### src/rtl/display_pkg.sv
// Shared constants and helpers for the multiplexed hex display scanner.
package display_pkg;

  localparam int HEX_W      = 4;
  localparam int MAX_DIGITS = 8;

  // All anodes off (active-low); callers slice down to their digit count.
  localparam logic [MAX_DIGITS-1:0] ANODE_OFF = '1;

  // Digit index width, never narrower than one bit.
  function automatic int addr_w(input int n);
    return (n <= 2) ? 1 : $clog2(n);
  endfunction

endpackage

### src/rtl/scan_tick_gen.sv
// Slot prescaler and digit index counter for the display scanner.
// Exposes both current and next-cycle slot state so the parent can keep
// its anode register aligned with the counters.
module scan_tick_gen
  import display_pkg::*;
#(
  parameter  int DIGITS   = 4,
  parameter  int PRESCALE = 50000,
  parameter  int GUARD    = 2,
  localparam int AW       = addr_w(DIGITS)
) (
  input  logic          clk,
  input  logic          rst_n,
  output logic [AW-1:0] idx_o,
  output logic [AW-1:0] idx_nxt_o,
  output logic          in_guard_nxt_o,
  output logic          frame_boundary_o
);

  localparam int PW = (PRESCALE <= 2) ? 1 : $clog2(PRESCALE);
  localparam logic [PW-1:0] PRE_LAST = PW'(PRESCALE - 1);
  localparam logic [PW-1:0] GUARD_V  = PW'(GUARD);
  localparam logic [AW-1:0] IDX_LAST = AW'(DIGITS - 1);

  logic [PW-1:0] presc_q, presc_d;
  logic [AW-1:0] idx_q, idx_d;
  logic          wrap;

  // Next-state: prescaler wraps every slot, index advances on each wrap.
  always_comb begin
    wrap    = (presc_q == PRE_LAST);
    presc_d = wrap ? '0 : presc_q + 1'b1;
    idx_d   = idx_q;
    if (wrap) begin
      idx_d = (idx_q == IDX_LAST) ? '0 : idx_q + 1'b1;
    end
  end

  // Counter state registers.
  always_ff @(posedge clk or negedge rst_n) begin
    if (!rst_n) begin
      presc_q <= '0;
      idx_q   <= '0;
    end else begin
      presc_q <= presc_d;
      idx_q   <= idx_d;
    end
  end

  assign idx_o            = idx_q;
  assign idx_nxt_o        = idx_d;
  assign in_guard_nxt_o   = (presc_d < GUARD_V);
  assign frame_boundary_o = wrap && (idx_q == IDX_LAST);

endmodule

### src/rtl/display_scanner.sv
// Time-multiplexed scan controller feeding a hex-to-7-segment decoder.
// Host writes go to a shadow bank; the displayed (active) bank is only
// reloaded at a frame boundary, so a multi-digit update never tears.
module display_scanner
  import display_pkg::*;
#(
  parameter  int DIGITS   = 4,
  parameter  int PRESCALE = 50000,
  parameter  int GUARD    = 2,
  localparam int AW       = addr_w(DIGITS)
) (
  input  logic              clk,
  input  logic              rst_n,
  input  logic              wr_en,
  input  logic [AW-1:0]     wr_addr,
  input  logic [HEX_W-1:0]  wr_data,
  input  logic              commit,
  input  logic [DIGITS-1:0] en_mask,
  output logic [HEX_W-1:0]  digit_out,
  output logic [DIGITS-1:0] anode_n,
  output logic              pending,
  output logic              frame_tick
);

  localparam logic [AW:0] DIGITS_V = (AW + 1)'(DIGITS);

  logic [HEX_W-1:0]  shadow_q [DIGITS];
  logic [HEX_W-1:0]  active_q [DIGITS];
  logic              pending_q;
  logic              tick_q;
  logic [DIGITS-1:0] anode_q, anode_d;

  logic [AW-1:0] idx, idx_nxt;
  logic          in_guard_nxt;
  logic          frame_boundary;
  logic          wr_ok;
  logic          do_copy;

  scan_tick_gen #(
    .DIGITS   (DIGITS),
    .PRESCALE (PRESCALE),
    .GUARD    (GUARD)
  ) u_tick (
    .clk              (clk),
    .rst_n            (rst_n),
    .idx_o            (idx),
    .idx_nxt_o        (idx_nxt),
    .in_guard_nxt_o   (in_guard_nxt),
    .frame_boundary_o (frame_boundary)
  );

  // Out-of-range addresses (non power-of-two DIGITS) are dropped.
  assign wr_ok   = wr_en && ({1'b0, wr_addr} < DIGITS_V);
  // A commit arriving in the boundary cycle itself is honoured immediately.
  assign do_copy = frame_boundary && (pending_q || commit);

  // Host writes land in the shadow bank only.
  always_ff @(posedge clk or negedge rst_n) begin
    if (!rst_n) begin
      for (int i = 0; i < DIGITS; i++) shadow_q[i] <= '0;
    end else if (wr_ok) begin
      shadow_q[wr_addr] <= wr_data;
    end
  end

  // Active bank reloads from the pre-write shadow contents at a frame boundary.
  always_ff @(posedge clk or negedge rst_n) begin
    if (!rst_n) begin
      for (int i = 0; i < DIGITS; i++) active_q[i] <= '0;
    end else if (do_copy) begin
      for (int i = 0; i < DIGITS; i++) active_q[i] <= shadow_q[i];
    end
  end

  // Anode pattern for the upcoming cycle: dark during guard, else one digit.
  always_comb begin
    anode_d = ANODE_OFF[DIGITS-1:0];
    if (!in_guard_nxt) begin
      anode_d[idx_nxt] = ~en_mask[idx_nxt];
    end
  end

  // Commit tracking, frame pulse and registered anode drive.
  always_ff @(posedge clk or negedge rst_n) begin
    if (!rst_n) begin
      pending_q <= 1'b0;
      tick_q    <= 1'b0;
      anode_q   <= ANODE_OFF[DIGITS-1:0];
    end else begin
      if (do_copy)     pending_q <= 1'b0;
      else if (commit) pending_q <= 1'b1;
      tick_q  <= frame_boundary;
      anode_q <= anode_d;
    end
  end

  assign digit_out  = active_q[idx];
  assign anode_n    = anode_q;
  assign pending    = pending_q;
  assign frame_tick = tick_q;

endmodule
### config.mk
export PLATFORM = sky130hd
export DESIGN_NAME = display_scanner
export DESIGN_NICKNAME = d
export VERILOG_FILES = /design/src/rtl/display_pkg.sv /design/src/rtl/scan_tick_gen.sv /design/src/rtl/display_scanner.sv
export SDC_FILE = /design/constraint.sdc
export NUM_CORES = 1
export LEC_CHECK = 0
export ABC_AREA = 1
export CORE_MARGIN = 10
export CORE_UTILIZATION = 35
export DETAILED_ROUTE_END_ITERATION = 8
export PLACE_DENSITY = 0.6
export SLEW_MARGIN = 20
export SYNTH_ARGS = -nofsm -noshare
export SYNTH_HDL_FRONTEND = slang
export SYNTH_SLANG_ARGS = --single-unit
### constraint.sdc
create_clock -name clk -period 1.7 [get_ports clk]
set_input_delay 0.34 -clock clk [delete_from_list [all_inputs] [get_ports clk]]
set_output_delay 0.34 -clock clk [all_outputs]
set_load 0.02 [all_outputs]
==> run summary <==
status - complete, but fails checks
failing checks - negative setup slack
number of filler cells placed in the layout - 741
switching power - 0.000587 W
Crit Path Category - reg2reg
Startpoint Class - flop
largest net degree at the start of global routing - 24
Worst slew margin - 72.2%
synthesized area per cell - 8.49 sq um
Cell Pwr Density - 654 mW/mm^2
Cell Rows - 32
die area - 0.0119 sq mm
I/O pins - 24
nets@finish - 408
RSZ-0062 raised after global routing - true
CP Data Required Time - 1.91 ns
starting density of the core - 35.9%
Netlist cell types - 25
CTS Buf Count - 5
worst skew pair latency - 0.31 ns
initial DRC count - 69
CTS H-tree lvls - 2
maximum clock path buffer count - 2
VDD IR max - 0.348 mV
Final period util - 101%
CP cell instances - ha_4, nand3_4, buf_6, nor2_4, nand2_2, clkinv_2, nand3_4, buf_12, mux2_4
most used cell, CP - nand3_4
Worst Clk Skew - 0.00814 ns
via-per-instance ratio - 4.53
DP Worst Slack - -0.157 ns
Inserted Diodes - 0
Layout area overhead - 29.6%
core outline area - 0.00773 sq mm
PnR worst setup slack - -0.0173 ns
Least-Margin Pin Slew - 0.416 ns
clock sinks - 56
Mapped Area - 0.00278 sq mm
cell with the largest stage delay on the worst path - dfrtp_1
synth warn - 0
CP max FO - 16
LEAKAGE - 1.89 nW
Tmin final - 1.72 ns
CTS tree - done
combinational power share - 6.4%
final-report max-slew violation count - 0
DRC violations left - 0
first-pass GRT wire length - 10.6 mm
dpl hpwl - 4.77 mm
root buf cell - clkbuf_8
Final Core Density - 46.6%
Setup Viol. Count Final - 13
antenna violations before repair - 0
Sw Ratio - 25.0%
CP peak stage delay - 0.41 ns
sequential share of power - 60.8%
Worst setup EP type - flop
clock group share of total power - 32.8%
I/O Buffers - 23
layout cell share with drive strength beyond 1 - 27.0%
post-synthesis sequential area ratio - 50.7%
vias - 2,244
Die H - 109 um
post-synthesis cell count - 327
total track usage - 11.0%
Buf/Inv on CP - 3
dominant cells by area after synthesis - dfrtp_1 47%, nand2_1 11%, inv_1 7.4%, mux2_4 5.4%, o21ai_0 5.4%
drt pass-1 iters - 4
Post-Route WL - 6.18 mm
Synth Register Bits - 56
Yosys top cell by area - dfrtp_1
Synth top area share - 46.9%
gp weighted congestion - 0.856
f_max - 582 MHz
Clock transition at path regs - 0.11 ns
Worst Path Arrival - 1.93 ns
grt total ovfl - 0
delay-heaviest family, CP - flip-flops
drt wl/cell - 12.5 um
WHS - 0.482 ns
syn_nets - 343
HP Class - in2async
Post-DRT Antenna Nets - 0
Die W - 109 um
final hold vios - 0
Tot Pwr - 0.00235 W
Pint - 0.00177 W
number of max-cap violations - 0
vias in the first global route - 2,269
-- per-layer routing --
metal / GRT usage [%] / part of all wire [%]
met5: 0 / 0
met1: 13.1 / 46
met4: 3.20 / 0.99
met3: 2.30 / 2.3
met2: 19.3 / 51
-- layout by cell type (no fill, tap or decap) --
| master | synthesis | layout |
|---|---|---|
| nand2_1 | 81 | 78 |
| inv_1 | 55 | 51 |
| dfrtp_1 | 52 | 51 |
| buf_4 | 0 | 35 |
| nor2_1 | 34 | 29 |
| o21ai_0 | 30 | 24 |
| nand3_1 | 23 | 18 |
| clkdlybuf4s50_1 | 0 | 14 |
| mux2_4 | 10 | 10 |
| inv_2 | 2 | 7 |
| nor2_2 | 2 | 7 |
| nand4_1 | 7 | 7 |
| o21ai_1 | 0 | 6 |
| mux2_2 | 6 | 6 |
| nand2_2 | 2 | 5 |
| nand3_2 | 0 | 5 |
| clkbuf_8 | 0 | 5 |
| dfstp_2 | 4 | 4 |
| dlygate4sd2_1 | 0 | 4 |
| o22ai_2 | 0 | 3 |
| buf_6 | 2 | 3 |
| buf_12 | 0 | 3 |
| nand3_4 | 2 | 2 |
| nor3_1 | 2 | 2 |
| inv_6 | 0 | 2 |
| o21ai_4 | 1 | 1 |
| nor2_4 | 1 | 1 |
| clkinv_2 | 1 | 1 |
| o22ai_1 | 4 | 1 |
| nand3b_1 | 1 | 1 |
| or2_2 | 1 | 1 |
| ha_4 | 0 | 1 |
| ha_2 | 0 | 1 |
| clkinvlp_4 | 0 | 1 |
| dlygate4sd3_1 | 0 | 1 |
| buf_2 | 0 | 1 |
| dfrtp_2 | 0 | 1 |
-- sequential cells by signal, summed over array words and instances (netlist names) --
signal / count
anode_n: 4
active_q: 16
frame_tick: 1
shadow_q: 16
u_tick.idx_o: 2
u_tick.presc_q: 16
pending: 1
-- synth_stat cells --
library cell	count
nand2_1	81
clkinv_1	1
clkbuf_1	1
nor2_2	2
mux2_4	10
nor2_1	34
inv_1	55
nand3b_1	1
o21ai_0	30
nand3_1	23
clkinv_2	1
nor3_1	2
nand2_2	2
o21ai_4	1
nor2_4	1
dfrtp_1	52
o22ai_1	4
buf_6	2
mux2_2	6
nand4_1	7
ha_1	2
nand3_4	2
or2_2	1
dfstp_2	4
inv_2	2
-- worst paths after layout --
path	start	cells past startpoint	slack [ns]	end
max in group asynchronous	rst_n	4	0.59	active_q[5]$_DFFE_PN0P_
setup reg to reg	u_tick.presc_q[1]$_DFF_PN0_	9	-0.02	active_q[13]$_DFFE_PN0P_
setup / recovery	u_tick.presc_q[1]$_DFF_PN0_	9	-0.02	active_q[13]$_DFFE_PN0P_
hold reg to reg	shadow_q[8]$_DFFE_PN0P_	2	0.50	shadow_q[8]$_DFFE_PN0P_
hold / removal	rst_n	2	0.48	u_tick.presc_q[9]$_DFF_PN0_
min in group clk	shadow_q[8]$_DFFE_PN0P_	2	0.50	shadow_q[8]$_DFFE_PN0P_
-- final cells by class --
class                      instances  area (sq um)  share of cell area (%)
sequential                        56          1410                    39.1
multi-input combinational        209          1200                    33.3
timing repair buffer              61           547                    15.2
inverter                          59           223                    6.19
tap                              102           128                    3.55
clock buffer                       5          68.8                    1.91
clock inverter                     3          25.0                   0.696
-- cell families after synthesis --
logic type / share of synthesized area [%]
muxes: 7.84
adders and majority gates: 0.902
and+or+nand+nor: 24.7
AOI/OAI and AO/OA: 6.90
DFF: 50.7
buffers and inverters: 8.97
-- through the flow --
stage / cells / instance area, sq um / setup TNS [ns]
final: 495 / 3600 / -0.141
after global routing: 495 / 3600 / -1.86
after CTS: 493 / 3520 / -0.0716
after detailed placement: 482 / 3370 / -2.69
after global placement: 482 / 3370 / -2.14
after floorplan: 327 / 2780 / 0
-- power by group through the flow --
stage               registers [W]  logic [W]  clock network, W
detailed placement        0.00146   0.000153                 0
global route              0.00144   0.000175          0.000869
CTS                       0.00143   0.000154          0.000810
global placement          0.00145   0.000147                 0
finish                    0.00143   0.000150          0.000772
floorplan                 0.00144  0.0000609                 0
-- what timing repair did --
action / 4_1_cts / 5_1_grt
setup endpoints to repair: 28 / 25
gates resized for setup: 36 / 22
hold endpoints to repair: 10 / 0
setup buffers: 2 / 2
pin swaps: 6 / 2
hold buffers: 1 / 0
cloned: 0 / 0
No activity file was read; power rests on OpenSTA's default activity.
